`src/rtl/spi_slave_param_pkg.sv`:
```
// Shared types for the parametrised SPI slave.
// FSM encoding and the two-bit frame command codes.
package spi_pkg;

  typedef enum logic [2:0] {
    IDLE,
    CHK_CMD,
    WRITE,
    READ_ADD,
    READ_DATA
  } spi_state_t;

  localparam logic [1:0] CMD_WR_ADDR = 2'b00;
  localparam logic [1:0] CMD_WR_DATA = 2'b01;
  localparam logic [1:0] CMD_RD_ADDR = 2'b10;
  localparam logic [1:0] CMD_RD_DATA = 2'b11;

endpackage

```
`src/rtl/spi_slave_param_shift_out.sv`:
```
// MSB-first parallel-load serialiser that owns the MISO register.
// done is high during the last bit cell, so the caller sees the end edge.
module spi_shift_out #(
  parameter int   DATA_W    = 8,
  parameter logic MISO_IDLE = 1'b0
) (
  input  logic              clk,
  input  logic              rst_n,
  input  logic              load,
  input  logic              abort,
  input  logic [DATA_W-1:0] din,
  output logic              dout,
  output logic              busy,
  output logic              done
);

  localparam int CW = $clog2(DATA_W + 1);

  logic [DATA_W-1:0] sreg;
  logic [CW-1:0]     left;

  assign done = busy && (left == '0);

  always_ff @(posedge clk) begin
    if (!rst_n) begin
      sreg <= '0;
      left <= '0;
      busy <= 1'b0;
      dout <= MISO_IDLE;
    end else if (abort) begin
      left <= '0;
      busy <= 1'b0;
      dout <= MISO_IDLE;
    end else if (load) begin
      sreg <= din << 1;
      left <= CW'(DATA_W - 1);
      busy <= 1'b1;
      dout <= din[DATA_W-1];
    end else if (busy) begin
      if (done) begin
        busy <= 1'b0;
        dout <= MISO_IDLE;
      end else begin
        dout <= sreg[DATA_W-1];
        sreg <= sreg << 1;
        left <= left - CW'(1);
      end
    end
  end

endmodule

```
`src/rtl/spi_slave_param.sv`:
```
// SPI slave front-end: command-tagged frame receive plus
// serialised read-data return on MISO.
module spi_slave_param
  import spi_pkg::*;
#(
  parameter int   DATA_W    = 8,
  parameter logic MISO_IDLE = 1'b0
) (
  input  logic              clk,
  input  logic              rst_n,
  input  logic              SS_n,
  input  logic              MOSI,
  output logic              MISO,
  output logic [DATA_W+1:0] rx_data,
  output logic              rx_valid,
  input  logic [DATA_W-1:0] tx_data,
  input  logic              tx_valid,
  output logic              rd_addr_seen,
  output logic              frame_err
);

  localparam int RX_W = DATA_W + 2;
  localparam int CW   = $clog2(RX_W + 1);

  spi_state_t cs, ns;

  logic [CW-1:0] cnt;
  logic          loaded;
  logic          busy;
  logic          done;

  logic last;
  logic full;
  logic rx_st;
  logic chk_en;
  logic shift_en;
  logic fire;
  logic wait_rd;
  logic load;
  logic rb_end;
  logic err;

  always_comb begin
    ns       = cs;
    last     = (cnt == CW'(RX_W - 1));
    full     = (cnt == CW'(RX_W));
    rx_st    = cs inside {WRITE, READ_ADD, READ_DATA};
    chk_en   = (cs == CHK_CMD) && !SS_n;
    // the final bit still counts when SS_n rises on its edge
    shift_en = rx_st && !full && (!SS_n || last);
    fire     = shift_en && last;
    wait_rd  = (cs == READ_DATA) && full && !loaded;
    load     = wait_rd && tx_valid && !SS_n;
    rb_end   = loaded && (!busy || done);
    err      = SS_n && ((cs == CHK_CMD) ||
               (rx_st && !full && !last) ||
               ((cs == READ_DATA) && full && !rb_end));

    unique case (cs)
      IDLE: begin
        if (!SS_n) ns = CHK_CMD;
      end
      CHK_CMD: begin
        unique case ({MOSI, rd_addr_seen})
          CMD_WR_ADDR: ns = WRITE;
          CMD_WR_DATA: ns = WRITE;
          CMD_RD_ADDR: ns = READ_ADD;
          CMD_RD_DATA: ns = READ_DATA;
        endcase
      end
      WRITE:     ns = WRITE;
      READ_ADD:  ns = READ_ADD;
      READ_DATA: ns = READ_DATA;
      default:   ns = IDLE;
    endcase

    if ((cs != IDLE) && SS_n) ns = IDLE;
  end

  always_ff @(posedge clk) begin
    if (!rst_n) cs <= IDLE;
    else        cs <= ns;
  end

  always_ff @(posedge clk) begin
    if (!rst_n) begin
      cnt          <= '0;
      loaded       <= 1'b0;
      rx_data      <= '0;
      rx_valid     <= 1'b0;
      frame_err    <= 1'b0;
      rd_addr_seen <= 1'b0;
    end else begin
      rx_valid  <= fire;
      frame_err <= err;

      if (cs == IDLE)             cnt <= '0;
      else if (chk_en || shift_en) cnt <= cnt + CW'(1);

      // counter selects the frame bit, MSB first
      for (int i = 0; i < RX_W; i++) begin
        if ((chk_en || shift_en) && (int'(cnt) == RX_W - 1 - i))
          rx_data[i] <= MOSI;
      end

      if (cs == IDLE) loaded <= 1'b0;
      else if (load)  loaded <= 1'b1;

      if (fire && (cs == READ_ADD)) rd_addr_seen <= 1'b1;
      else if (done)                rd_addr_seen <= 1'b0;
    end
  end

  spi_shift_out #(
    .DATA_W    (DATA_W),
    .MISO_IDLE (MISO_IDLE)
  ) u_shift (
    .clk   (clk),
    .rst_n (rst_n),
    .load  (load),
    .abort (SS_n),
    .din   (tx_data),
    .dout  (MISO),
    .busy  (busy),
    .done  (done)
  );

endmodule

```
`config.mk`:
```
export PLATFORM = sky130hd
export DESIGN_NAME = spi_slave_param
export DESIGN_NICKNAME = d
export VERILOG_FILES = /design/src/rtl/spi_slave_param_pkg.sv /design/src/rtl/spi_slave_param_shift_out.sv /design/src/rtl/spi_slave_param.sv
export SDC_FILE = /design/constraint.sdc
export NUM_CORES = 1
export LEC_CHECK = 0
export BUFFER_PORTS_ARGS = -buffer_cell sky130_fd_sc_hd__clkbuf_2
export CORE_MARGIN = 2
export CORE_UTILIZATION = 45
export DETAILED_ROUTE_END_ITERATION = 10
export MAX_ROUTING_LAYER = met4
export PLACE_DENSITY = 0.65
export SYNTH_ARGS = -nofsm -noshare
export SYNTH_HDL_FRONTEND = slang
export SYNTH_HIERARCHICAL = 1
export SYNTH_SLANG_ARGS = --single-unit
export TNS_END_PERCENT = 20
```
`constraint.sdc`:
```
create_clock -name clk -period 2.49 [get_ports clk]
set_input_delay 0.249 -clock clk [delete_from_list [all_inputs] [get_ports clk]]
set_output_delay 0.249 -clock clk [all_outputs]
set_load 0.02 [all_outputs]
```
==> impl_metrics.json <==
{
  "grt_pass1_wl_mm": 6.23,
  "drtAntennaViolNets": 0,
  "dieArea_um2": 4510,
  "portBuffers": 26,
  "clockBufferDepth": 2,
  "synth_area_per_cell_um2": 8.72,
  "dr.pass1.iters": 4,
  "post-route-period-util_pct": 91.4,
  "critPathLaunchType": "register",
  "setup_violations": 0,
  "multi_input_area_um2": 1050,
  "antenna_found_initial": 0,
  "fin_crit_ns": 2.28,
  "grt-ovfl-total": 0,
  "dp_hpwl_mm": 2.66,
  "p_total_mw": 1.03,
  "syn_inst": 206,
  "clk_pin_slew_ns": 0.07,
  "cts_tree": "yes",
  "setup_tns_ns": 0,
  "min_path_type": "primary input to register",
  "root_buffer": "clkbuf_8",
  "core_um2": 3740,
  "crit_arrival_ns": 2.49,
  "skew_ns": 0.00342,
  "power.density_nw_per_um2": 489,
  "drcViolationCount": 0,
  "first_global_vias": 1335,
  "critical_path_class": "register to register",
  "rsz0062_at_grt": "false",
  "fin_ws_ns": 0.214,
  "async_flop_share_pct": 0,
  "wl_met2_mm": 1.62,
  "die_height_um": 67.2,
  "grt_max_degree": 20,
  "status": "complete, no violations",
  "ys_types": 39,
  "wl_met1_mm": 1.86,
  "viasPerCell": 5.26,
  "ir_drop_uv": 348,
  "slew_headroom_pct": 65.5,
  "post_cts_resized": 0,
  "grtUsageTotal_pct": 19.1,
  "syn_area_um2": 1800,
  "synth_edf_count": 0,
  "rows": 22,
  "ys_ff_latch": 34,
  "cp_max_fo": 8,
  "post_cts.repair.setup_buffers": 0,
  "wirelength_mm": 3.67,
  "ys_dominant_reg_cell": "dfxtp_1",
  "diodes": 0,
  "htree_levels": 2,
  "synth_area_leader_cell": "dfxtp_1",
  "synth_top_area_share_pct": 37.9,
  "power.leakage_nw": 0.845,
  "wl_per_cell_um": 12.8,
  "fmax_ghz": 0.439,
  "nFillCells": 364,
  "start_util_pct": 48.0,
  "synth-warning-count": 6,
  "clock_latency_ns": 0.29,
  "synth.area.top_cells": "dfxtp_1, mux2i_1, nand2_1",
  "synth-seq-area-share_pct": 37.9,
  "cp-end-kind": "register",
  "wl_met3_um": 131,
  "fin_nets": 257,
  "gp_congestion": 0.899,
  "ios": 27,
  "cts_buffers": 5,
  "clkSinkCount": 34,
  "area_growth_syn_to_layout_pct": 17.4,
  "ff_latch_area_um2": 681,
  "dp_worst_setup_slack_ns": 0.191,
  "die_x_um": 67.2,
  "first_iter_violations": 103,
  "via_count": 1511,
  "synth_nets": 225,
  "slew_violations": 0,
  "cp.required_ns": 2.71,
  "drive_gt1_share_pct": 22.6,
  "top_layer": "met4",
  "cap_violations": 0,
  "worst_slew_pin_slew_ns": 0.517,
  "cts_hold_buf": 0,
  "hold_viol": 0
}
==> placed cells by master, fill, tap and decap left out, types with 2 or more instances in the layout <==
| cell type | n |
|---|---|
| a211oi_1 | 3 |
| a21oi_1 | 10 |
| a221oi_1 | 2 |
| a31oi_1 | 2 |
| buf_4 | 5 |
| clkbuf_2 | 26 |
| clkbuf_8 | 6 |
| dfxtp_1 | 34 |
| ha_1 | 6 |
| inv_1 | 10 |
| mux2_2 | 7 |
| mux2i_1 | 18 |
| nand2_1 | 36 |
| nand2b_1 | 6 |
| nand3_1 | 5 |
| nand3b_1 | 3 |
| nor2_1 | 11 |
| nor2_2 | 2 |
| nor3_1 | 5 |
| nor3b_1 | 5 |
| o21a_1 | 2 |
| o21ai_0 | 12 |
| or3_1 | 2 |
| or3b_4 | 2 |
==> layout make-up <==
cell class | instances | share of cell area, %
multi-input cells | 155 | 49.8
clock inverters | 1 | 0.238
repair buffers | 32 | 8.91
clock buffers | 7 | 4.10
well taps | 48 | 2.85
flip-flops and latches | 34 | 32.3
inverters | 10 | 1.78
==> critical path: stages, from the launching register on <==
cell,delay (ns)
dfxtp_1,0.34
inv_1,0.16
ha_1,0.23
nand3b_1,0.11
nor3_1,0.44
inv_1,0.19
a311oi_4,0.37
buf_12,0.17
mux2i_1,0.19
==> per-layer routing <==
metal  up-vias  track usage, %
li1        784               -
met1       696            25.8
met2        25            27.2
met3         6            5.50
met4         0            6.89
met5         -               -
==> cell families after synthesis <==
family	share of synthesized area, %
AO/OA/AOI/OAI	15.7
adder cells (fa/ha/maj)	4.18
buffers and inverters	3.62
flip-flops	37.9
multiplexers	14.4
AND/OR/NAND/NOR	24.2
==> cell usage after synthesis (2+ instances only) <==
library cell / count
o21a_1: 2
or3_1: 2
inv_1: 10
clkbuf_1: 6
nor3_1: 5
nor2_2: 2
dfxtp_1: 34
a221oi_1: 2
nand2_1: 36
nand3b_1: 3
a211oi_1: 3
or3b_4: 2
o21ai_0: 12
a21oi_1: 10
a31oi_1: 2
nor3b_1: 5
nand2b_1: 6
ha_1: 6
mux2_2: 7
nor2_1: 11
mux2i_1: 18
nand3_1: 5
==> final timing paths <==
kind / from / end / slack (ns) / depth (start not counted)
worst min-delay path: tx_data[7] / u_shift/dout$_SDFFE_PP0P_ / 0.20 / 3
worst max register to register: cnt[0]$_SDFFE_PP0P_ / u_shift/sreg[5]$_SDFFE_PN0P_ / 0.21 / 8
worst min register to register: u_shift/sreg[7]$_SDFFE_PN0P_ / u_shift/sreg[7]$_SDFFE_PN0P_ / 0.46 / 2
worst max-delay path: cnt[0]$_SDFFE_PP0P_ / u_shift/sreg[5]$_SDFFE_PN0P_ / 0.21 / 8
==> sequential cells by signal (all words and copies together), names as in the netlist <==
name	count
rx_data	10
u_shift/sreg	7
cnt	4
u_shift/left	4
cs	3
frame_err	1
loaded	1
rd_addr_seen	1
rx_valid	1
u_shift/busy	1
u_shift/dout	1
==> through the flow <==
stage	util, %	std cells	area (um^2)	hold WS, ns
2_1_floorplan	-	206	1800	0.365
3_3_place_gp	53.3	278	2000	0.442
3_5_place_dp	53.3	278	2000	0.450
4_1_cts	55.7	286	2090	0.194
5_1_grt	56.3	287	2110	0.200
6_report	56.3	287	2110	0.201
==> report_power, final <==
group,internal [mW],switching [mW]
logic,0.0203,0.0356
clock network,0.223,0.201
registers,0.547,0.00366
total,0.790,0.240
(Power assumes the default switching activity.)
